### config.mk
export PLATFORM = sky130hd
export DESIGN_NAME = mmio_timer_responder_flat
export DESIGN_NICKNAME = d
export VERILOG_FILES = /design/src/rtl/mmio_timer_responder_if.sv /design/src/rtl/mmio_timer_responder.sv /design/src/flat_wrapper.sv
export SDC_FILE = /design/constraint.sdc
export NUM_CORES = 1
export LEC_CHECK = 0
export BUFFER_PORTS_ARGS = -buffer_cell sky130_fd_sc_hd__buf_2
export CORE_AREA = 2 2 152 154
export CTS_CLUSTER_DIAMETER = 50
export DETAILED_ROUTE_END_ITERATION = 6
export DIE_AREA = 0 0 154 156
export HOLD_SLACK_MARGIN = 0.03
export PLACE_DENSITY = 0.81
export SLEW_MARGIN = 20
export SYNTH_ARGS = -nofsm -noshare
export SYNTH_HDL_FRONTEND = slang
export SYNTH_SLANG_ARGS = --single-unit
### constraint.sdc
create_clock -name CLK -period 3.31 [get_ports CLK]
set_input_delay 0.8275 -clock CLK [delete_from_list [all_inputs] [get_ports CLK]]
set_output_delay 0.8275 -clock CLK [all_outputs]
set_load 0.02 [all_outputs]
### src/rtl/mmio_timer_responder_if.sv
// Data-memory request/response bundle for the machine-timer responder.
// The core side drives the request; the device returns resp/dException.
interface mmio_timer_responder_if;
   logic        enable;
   logic [1:0]  memo;
   logic [7:0]  mask;
   logic [63:0] addr;
   logic [63:0] data;
   logic [63:0] resp;
   logic        dException;

   modport master (
      output enable, memo, mask, addr, data,
      input  resp, dException
   );

   modport slave (
      input  enable, memo, mask, addr, data,
      output resp, dException
   );
endinterface

### src/rtl/mmio_timer_responder.sv
// Machine timer / software interrupt device: msip, mtimecmp, mtime.
// MMIO_TIMER_RTC_TICK_EN: tick from synchronized rtc_tick, not the prescaler.
module mmio_timer_responder #(
   parameter logic [63:0] BASE_ADDR = 64'h0000_0000_0200_0000,
   parameter int unsigned TICK_DIV  = 16
) (
   input  logic CLK,
   input  logic RESET,
`ifdef MMIO_TIMER_RTC_TICK_EN
   input  logic rtc_tick,
`endif
   mmio_timer_responder_if.slave bus,
   output logic timer_irq,
   output logic soft_irq
);

   logic [63:0] mtime;
   logic [63:0] mtimecmp;
   logic        msip;

   logic        hit;
   logic        aligned;
   logic        sel_msip;
   logic        sel_cmp;
   logic        sel_time;
   logic        ok;
   logic        wr;
   logic        tick;
   logic [63:0] rdata;
   logic [63:0] wmask;
   logic [63:0] cmp_wr;
   logic [63:0] time_wr;

   // Window is 64 KiB aligned, so the high bits fully decide a hit.
   always_comb begin
      hit      = bus.addr[63:16] == BASE_ADDR[63:16];
      aligned  = bus.addr[2:0] == 3'b000;
      sel_msip = bus.addr[15:3] == 13'h0000;
      sel_cmp  = bus.addr[15:3] == 13'h0800;
      sel_time = bus.addr[15:3] == 13'h17ff;
      ok       = bus.enable & hit & aligned
               & (sel_msip | sel_cmp | sel_time)
               & ~bus.memo[1];
      wr       = ok & bus.memo[0];
      rdata    = '0;
      unique case (1'b1)
         sel_msip: rdata = {63'd0, msip};
         sel_cmp:  rdata = mtimecmp;
         sel_time: rdata = mtime;
         default:  rdata = '0;
      endcase
      bus.resp       = (ok & ~bus.memo[0]) ? rdata : '0;
      bus.dException = bus.enable & ~ok;
   end

   always_comb begin
      wmask = '0;
      for (int i = 0; i < 8; i++)
         wmask[8*i +: 8] = {8{bus.mask[i]}};
      cmp_wr  = (mtimecmp & ~wmask) | (bus.data & wmask);
      time_wr = (mtime & ~wmask) | (bus.data & wmask);
   end

`ifdef MMIO_TIMER_RTC_TICK_EN
   logic [2:0] sync;
   logic [1:0] vld;
   logic       armed;

   // armed needs a low level seen after reset, so a held rise is ignored.
   assign tick = sync[1] & ~sync[2] & armed;

   always_ff @(posedge CLK) begin
      if (!RESET) begin
         sync  <= '0;
         vld   <= '0;
         armed <= 1'b0;
      end else begin
         sync  <= {sync[1:0], rtc_tick};
         vld   <= {vld[0], 1'b1};
         armed <= armed | (vld[1] & ~sync[1]);
      end
   end
`else
   localparam logic [15:0] DIV_LAST = 16'(TICK_DIV - 1);

   logic [15:0] pcnt;

   assign tick = pcnt == DIV_LAST;

   always_ff @(posedge CLK) begin
      if (!RESET)
         pcnt <= '0;
      else if (tick)
         pcnt <= '0;
      else
         pcnt <= pcnt + 16'd1;
   end
`endif

   always_ff @(posedge CLK) begin
      if (!RESET) begin
         mtime     <= '0;
         mtimecmp  <= '1;
         msip      <= 1'b0;
         timer_irq <= 1'b0;
         soft_irq  <= 1'b0;
      end else begin
         if (wr & sel_msip & bus.mask[0])
            msip <= bus.data[0];
         if (wr & sel_cmp)
            mtimecmp <= cmp_wr;
         // A store to mtime swallows a coincident tick.
         if (wr & sel_time)
            mtime <= time_wr;
         else if (tick)
            mtime <= mtime + 64'd1;
         timer_irq <= mtime >= mtimecmp;
         soft_irq  <= msip;
      end
   end

endmodule

### src/flat_wrapper.sv
// flat-port wrapper written by rule: the top's interface ports become plain ports
module mmio_timer_responder_flat 
#(
   parameter logic [63:0] BASE_ADDR = 64'h0000_0000_0200_0000,
   parameter int unsigned TICK_DIV  = 16
)
  (CLK, RESET, timer_irq, soft_irq, bus_enable, bus_memo, bus_mask, bus_addr, bus_data, bus_resp, bus_dException);
  mmio_timer_responder_if bus_i ();
  input  logic CLK;
  input  logic RESET;
  output logic timer_irq;
  output logic soft_irq;
  input wire logic [$bits(bus_i.enable)-1:0] bus_enable;
  input wire logic [$bits(bus_i.memo)-1:0] bus_memo;
  input wire logic [$bits(bus_i.mask)-1:0] bus_mask;
  input wire logic [$bits(bus_i.addr)-1:0] bus_addr;
  input wire logic [$bits(bus_i.data)-1:0] bus_data;
  output wire logic [$bits(bus_i.resp)-1:0] bus_resp;
  output wire logic [$bits(bus_i.dException)-1:0] bus_dException;
  assign bus_i.enable = bus_enable;
  assign bus_i.memo = bus_memo;
  assign bus_i.mask = bus_mask;
  assign bus_i.addr = bus_addr;
  assign bus_i.data = bus_data;
  assign bus_resp = bus_i.resp;
  assign bus_dException = bus_i.dException;
  mmio_timer_responder #(.BASE_ADDR(BASE_ADDR), .TICK_DIV(TICK_DIV)) u_core (.CLK(CLK), .RESET(RESET), .bus(bus_i), .timer_irq(timer_irq), .soft_irq(soft_irq));
endmodule
Word level (Yosys, flattened, before mapping)

Index checks and enable logic that the tools add are counted.

Add/sub/neg operators: 2
$mul: 0
Divide/modulo/power cells: 0
Order comparisons: 1
Eq/ne operators: 4
Shifts and indexed selects: 0
Muxes and demuxes: 4
Bitwise logic cells: 23
Reduce and logical (&&, ||, !) cells: 4

Operators with widths:

| cell                  | number |
|---|---|
| $and 64x64->64        | 3 |
| $mux 64               | 3 |
| $pmux 64 s3           | 1 |
| $or 64x64->64         | 2 |
| $add 64x1->64 const B | 1 |
| $ge 64x64->1          | 1 |
| $not 64->64           | 1 |
| $eq 48x10->1 const B  | 1 |
| $add 16x1->16 const B | 1 |
| $eq 16x4->1 const B   | 1 |
| $eq 13x12->1 const B  | 1 |
| $eq 13x13->1 const B  | 1 |
| $logic_not 13->1      | 1 |
| $and 1x1->1           | 11 |
| $not 1->1             | 4 |
| $logic_not 3->1       | 1 |
| $or 1x1->1            | 2 |
| $reduce_bool 2->1     | 1 |
| $reduce_or 2->1       | 1 |

Register bits after elaboration: 147
Bits in latches: 0
Bits in writable memories: 0
Memory bits (read-only): 0
Input bits: 141
Word-level logic and storage cells: 44
Memories: 0

Logic depth before layout (Yosys ltp)

Gate-level depths: netlist (run 1).

Word-level depth: 8
Gate-level depth with buffers: 10
Mapped depth without buffers: 9

Worst setup path after synthesis (run 1)

No wires, ideal clock.

Path kind: input to output
Start point: input bus_addr[60]
End point: output bus_resp[13]
Arrival time: 2.688 ns
Data required time: 2.483 ns
Setup slack: -0.205 ns
Stages: 8
Path buffers: 3
Cell sequence: nor4_2 -> nand4_1 -> nor4_4 -> buf_6 -> nand3b_1 -> clkbuf_1 -> buf_1 -> nor2_1

Longest elaborated chain between the ends: 7

RTL lines:

| what                     | line                       | RTL |
|---|---|---|
| from (decl)              | flat_wrapper.sv:16         | `input wire logic [$bits(bus_i.addr)-1:0] bus_addr;` |
| $eq 48x10->1             | mmio_timer_responder.sv:36 | `hit = bus.addr[63:16] == BASE_ADDR[63:16];` |
| $and 1x1->1 (2 in a row) | mmio_timer_responder.sv:41 | `ok = bus.enable & hit & aligned` |
| $and 1x1->1              | mmio_timer_responder.sv:42 | `& (sel_msip \| sel_cmp \| sel_time)` |
| $and 1x1->1              | mmio_timer_responder.sv:43 | `& ~bus.memo[1];` |
| $and 1x1->1              | mmio_timer_responder.sv:52 | `bus.resp = (ok & ~bus.memo[0]) ? rdata : '0;` |
| $mux 64                  | mmio_timer_responder.sv:52 |  |
| to (decl)                | flat_wrapper.sv:18         | `output wire logic [$bits(bus_i.resp)-1:0] bus_resp;` |

No other way between the ends.

Worst setup path in the final report (run 1)

Start point: input bus_addr[0]
End point: output bus_resp[58]

Longest elaborated chain between the ends: 6

RTL lines:

| what            | line                       | RTL |
|---|---|---|
| $logic_not 3->1 | mmio_timer_responder.sv:37 | `aligned = bus.addr[2:0] == 3'b000;` |
| $and 1x1->1     | mmio_timer_responder.sv:41 |  |
| $and 1x1->1     | mmio_timer_responder.sv:42 |  |
| $and 1x1->1     | mmio_timer_responder.sv:43 |  |
| $and 1x1->1     | mmio_timer_responder.sv:52 |  |
| $mux 64         | mmio_timer_responder.sv:52 |  |

No other way between the ends.

==> impl_metrics.toml, run 1 <==
[synth]
postSynthAreaPerCell_um2 = 7.622
yosysSeqAreaShare = 0.2963
synth-seq-cells = 147
synth_cell_type_count = 79
ys_dominant_reg_cell = "dfxtp_1"
synth_async_sr_flop_share = 0
synth_enable_flop_cells = 0
synthCells = 1303
ys.warnings.count = 0
syn_nets = 1510
syn-cell-area_um2 = 9932

[finish]
fin_area_um2 = 13190
area_growth_pct = 32.83
final_cell_mix = "nand3_1 (165), dfxtp_1 (147), buf_2 (136)"
mostFrequentLayoutCell = "nand3_1"
final_nets = 1711
instances_no_fill = 1802
post-route-util = 0.5899
diodes = 0
drive_gt1_frac = 0.2755

[run]
drv_cap = 0

[routing]
drc = 0
drt-pass1-iter-count = 6
num_vias = 11025
ant_nets = 0
drt_iter0_markers = 1014
avgRoutedWirePerCell_um = 18.74
routed_wl_um = 33780
vias_per_cell = 6.118

[die]
die_w_um = 154
dieArea_um2 = 24020
core_area_um2 = 22370
initial_core_util = 0.4441
io_pins = 208
num_rows = 55
die_h_um = 156

[place]
hpwl_um = 24420
port_buffers = 207
routabilityCongestion = 0.8824
placed_area_um2 = 11840
dp_cells = 1763

[critical_path]
worstPathRequired_ps = 2480
arrival_ps = 2560
rr_worst_depth = 8
crit_fanout = 7
critPathMostFrequentCell = "buf_6"
critical_path_depth = 9
cp_num_buf_inv = 4
cp-end-kind = "output pin"
critPathLaunchType = "input port"
critical_path.max_stage_delay_ps = 330
critPathSlowestCell = "nor4_4"
regToRegSetupSlack_ps = 590
path_delay_family = "simple AND/OR/NAND/NOR gates"
crit_chain = "buf_6, nor4_4, nand4_1, nor4_4, nand3b_1, buf_6, buf_12, nor2_4, buf_6"
path_class = "input port to output pin"

[sta]
drv_slew = 0
rsz0062_at_grt = "yes"
fin_crit_ps = 3387
tightest_slew_ps = 835.4
relSlewSlack = 0.4397
setup_slack_ps = -77.17
worst_clock_skew_ps = 11.39
finalHoldViolations = 0
clock.fmax_mhz = 295.2
setup_viol_count_final = 63
fin_crit_sh = 1.023
tns_ps = -2220

[clock_tree]
clk_path_buf_depth = 2
cts_tree = "yes"
clock_latency_ps = 440
cts.hold.buffers_added = 0
root_buffer = "clkbuf_16"
cts_max_level = 4
cts.sink_count = 147
path_clk_slew_ps = 60
cts_inserted_buffers = 17

[power]
seq_power_share = 0.442
p_sw_mw = 0.9148
switching_share = 0.2274
vdd.ir_drop.worst_mv = 0.2863
power_frac_clock = 0.500
leakage_nw = 5.946
finalPower_mw = 4.023
p_comb_frac = 0.059
p_int_mw = 3.108
power_density_nw_per_um2 = 304.9

[run_status]
status = "complete, but fails checks"
violations = "setup timing"

[grt]
gr-usage-met3 = 0.04222
use_met1 = 0.3399
grt_pass1_vias = 10581
overflow = 0
antenna_found_initial = 0
grt_max_degree = 76
track_usage = 0.2758
top_usage_layer = "met2"
grtUsageMet2 = 0.4877
grt_pass1_wl_um = 53530

[worst_hold_path]
hold_start = "u_core.pcnt[0]"
whs_path_depth = 1
hp-class = "flop to flop"
min_to = "u_core.pcnt[0]"
[worst reg2reg max path: stages (launching register included)]
cell	delay (ps)
dfxtp_1	430
ha_1	320
nand3_1	190
nor3_1	430
nand4_2	340
nor3_4	310
nand2_1	150
or3_1	320
a31oi_1	150
[how the worst max path moves through the flow]
| stage | startpoint | end | slack [ps] |
|---|---|---|---|
| floorplan | bus_addr[5] | bus_resp[10] | -4 |
| global placement | bus_addr[35] | bus_resp[38] | -280 |
| detailed placement | bus_addr[35] | bus_resp[29] | -370 |
| CTS | bus_addr[0] | bus_resp[3] | -110 |
| global route | bus_memo[1] | bus_resp[58] | -160 |
| finish | bus_addr[0] | bus_resp[58] | -80 |
[cell type report]
cell class	count	area, um2
clock buffer	22	474.2
clock inverter	10	130.1
fill	1929	9173
inverter	74	277.8
multi-input combinational	1004	6909
sequential	147	2943
tap	285	356.6
timing repair buffer	260	2102
[repair_timing]
| item | 4_1_cts | 5_1_grt |
|---|---|---|
| resized for setup | 108 | 68 |
| endpoints found under the setup margin | 65 | 65 |
| pin swaps | 9 | 13 |
| setup buffers | 3 | 2 |
| cloned | 3 | 0 |
[routing by layer]
metal,wire length (um),part of all wire
met5,0,0
met4,1003,0.030
met3,2502,0.074
met2,16580,0.49
met1,13690,0.41
[cells by family after synthesis]
| family | synth area share |
|---|---|
| muxes | 0.01323 |
| DFF | 0.2963 |
| buffers and inverters | 0.06929 |
| and+or+nand+nor | 0.3260 |
| adders and majority gates | 0.08314 |
| AOI/OAI and AO/OA | 0.1970 |
| xor gates and xnor gates | 0.01499 |
[cell usage after synthesis, types with 5 or more instances]
library cell | number | area, um2
nor4b_1 | 5 | 43.79
nand3_1 | 165 | 825.8
buf_2 | 12 | 60.06
a21oi_1 | 56 | 280.3
buf_4 | 5 | 37.54
nand3b_1 | 5 | 37.54
and2_1 | 10 | 62.56
a21o_1 | 17 | 127.6
a211oi_1 | 19 | 142.6
a32oi_1 | 7 | 61.31
mux2_2 | 6 | 67.56
ha_1 | 66 | 825.8
nor2_1 | 141 | 529.3
and4_1 | 12 | 105.1
or3_1 | 5 | 31.28
inv_1 | 73 | 274.0
a31oi_1 | 13 | 81.33
xor2_1 | 8 | 70.07
nor3_1 | 29 | 145.1
nor4_1 | 13 | 81.33
and3_1 | 29 | 181.4
nand4_1 | 37 | 231.5
clkbuf_8 | 6 | 82.58
o21ai_0 | 45 | 225.2
a22oi_1 | 67 | 503.0
a31o_2 | 6 | 52.55
clkbuf_1 | 47 | 176.4
o211ai_1 | 14 | 105.1
or2_2 | 5 | 31.28
o221ai_1 | 5 | 43.79
nand2_1 | 124 | 465.5
dfxtp_1 | 147 | 2943
xnor2_1 | 9 | 78.83
[power groups by stage]
stage | logic [mW] | registers (mW) | clock network (mW)
global placement | 0.213 | 1.82 | 0
floorplan | 0.0767 | 1.82 | 0
global route | 0.252 | 1.78 | 2.09
detailed placement | 0.216 | 1.82 | 0
finish | 0.236 | 1.78 | 2.01
CTS | 0.225 | 1.78 | 2.02
[stage by stage]
stage | hold WS (ps) | setup WS (ps)
floorplan | 413.0 | -3.663
global placement | 426.0 | -283.6
detailed placement | 445.9 | -367.8
CTS | 453.0 | -113.1
global route | 471.3 | -156.3
finish | 446.1 | -77.17
(Power assumes the default switching activity.)
==> run 2, diff against run 1 <==
CORE_AREA = 2 2 109 216   (was 2 2 152 154)
DIE_AREA = 0 0 111 218   (was 0 0 154 156)
PLACE_DENSITY = 0.8   (was 0.81)
==> impl_metrics.toml, run 2 (synthesis gave the netlist of run 1 again) <==
[power]
p_sw_mw = 0.9198
vdd.ir_drop.worst_mv = 0.2791
p_int_mw = 3.080
power_density_nw_per_um2 = 306.0
power_frac_clock = 0.495
seq_power_share = 0.444
switching_share = 0.2300
finalPower_mw = 3.999
p_comb_frac = 0.060
leakage_nw = 5.923

[clock_tree]
cts.sink_count = 147
clk_path_buf_depth = 2
path_clk_slew_ps = 60
clock_latency_ps = 430
cts_inserted_buffers = 17
cts.hold.buffers_added = 0
cts_tree = "yes"
cts_max_level = 4
root_buffer = "clkbuf_16"

[finish]
mostFrequentLayoutCell = "nand3_1"
drive_gt1_frac = 0.2765
area_growth_pct = 31.59
n_fill_cell = 2012
post-route-util = 0.5798
final_cell_mix = "nand3_1 (165), dfxtp_1 (147), buf_2 (145)"
final_nets = 1715

[run]
drv_cap = 0

[die]
dieArea_um2 = 24200
initial_core_util = 0.4406
io_pins = 208
die_w_um = 111
die_h_um = 218
num_rows = 78
core_area_um2 = 22540

[grt]
overflow = 0
track_usage = 0.2835
antenna_found_initial = 4
grt_pass1_wl_um = 55500
grt_pass1_vias = 11105
grt_max_degree = 101

[critical_path]
arrival_ps = 2650
cp_num_buf_inv = 5
regToRegSetupSlack_ps = 410
crit_chain = "buf_2, nor4_2, nand4_1, nor4_4, nand3b_1, buf_12, buf_12, buf_12, nor2_4, buf_6"
cp-end-kind = "output pin"
critPathLaunchType = "input port"
critPathSlowestCell = "nor4_4"
crit_fanout = 7
path_class = "input port to output pin"
critPathMostFrequentCell = "buf_12"
worstPathRequired_ps = 2480
critical_path.max_stage_delay_ps = 340
path_delay_family = "simple AND/OR/NAND/NOR gates"

[worst_hold_path]
hp-class = "flop to flop"

[sta]
rsz0062_at_grt = "yes"
worst_clock_skew_ps = 13.14
fin_crit_ps = 3481
whs_ps = 446.0
setup_slack_ps = -170.6
finalHoldViolations = 0
drv_slew = 0
setup_viol_count_final = 64
fin_crit_sh = 1.052
tightest_slew_ps = 678.0
relSlewSlack = 0.5452
clock.fmax_mhz = 287.3

[routing]
ant_nets = 0
drt-pass1-iter-count = 6
routed_wl_um = 35460
avgRoutedWirePerCell_um = 19.68
drc = 0
num_vias = 11166
vias_per_cell = 6.196
drt_iter0_markers = 805

[place]
hpwl_um = 26530
port_buffers = 207
routabilityCongestion = 0.9584

[run_status]
violations = "setup timing"
status = "complete, but fails checks"
## run 2: layout make-up
class                   instances  area, um2  share of cell area
well taps                     280      350.3             0.02680
clock buffers                  19      452.9             0.03465
flip-flops and latches        147       2943              0.2252
clock inverters                11      136.4             0.01043
multi-input cells            1004       6894              0.5275
diodes                          3      7.507           0.0005744
repair buffers                264       2008              0.1536
inverters                      74      277.8             0.02125
## run 2: metrics by stage
stage               instances  area (um2)  setup slack, ps  setup TNS, ps
floorplan                1303       10510           -3.663         -183.2
global placement         1760       11920           -89.39          -2492
detailed placement       1760       11920           -146.6          -5421
CTS                      1795       12790           -129.4          -2943
global route             1802       13070           -270.1         -11220
finish                   1802       13070           -170.6          -5582
## run 2: path summary, 6_finish.rpt
check                 start          endpoint  depth (start not counted)
min reg2reg  u_core.pcnt[0]    u_core.pcnt[0]                          1
min          u_core.pcnt[0]    u_core.pcnt[0]                          1
max            bus_addr[35]      bus_resp[18]                         10
max reg2reg            flop  u_core.timer_irq                          9
## run 2: metal layers
| metal | GRT usage | routed length [um] | vias up |
|---|---|---|---|
| li1 | - | - | 5211 |
| met1 | 0.2853 | 12010 | 5271 |
| met2 | 0.5207 | 18750 | 521 |
| met3 | 0.04141 | 1953 | 161 |
| met4 | 0.2154 | 2731 | 2 |
| met5 | 0 | 13 | - |
## run 2: power by group through the flow
stage	sequential (mW)	combinational (mW)	clock [mW]
after CTS	1.78	0.226	1.99
after detailed placement	1.82	0.218	0
after global routing	1.78	0.255	2.05
after floorplan	1.82	0.0767	0
after global placement	1.82	0.216	0
final	1.78	0.242	1.98
## run 2: what timing repair did
action / CTS / global route
buffers inserted: 6 / 4
gates resized for setup: 70 / 66
pin swaps: 7 / 14
endpoints found under the setup margin: 62 / 65
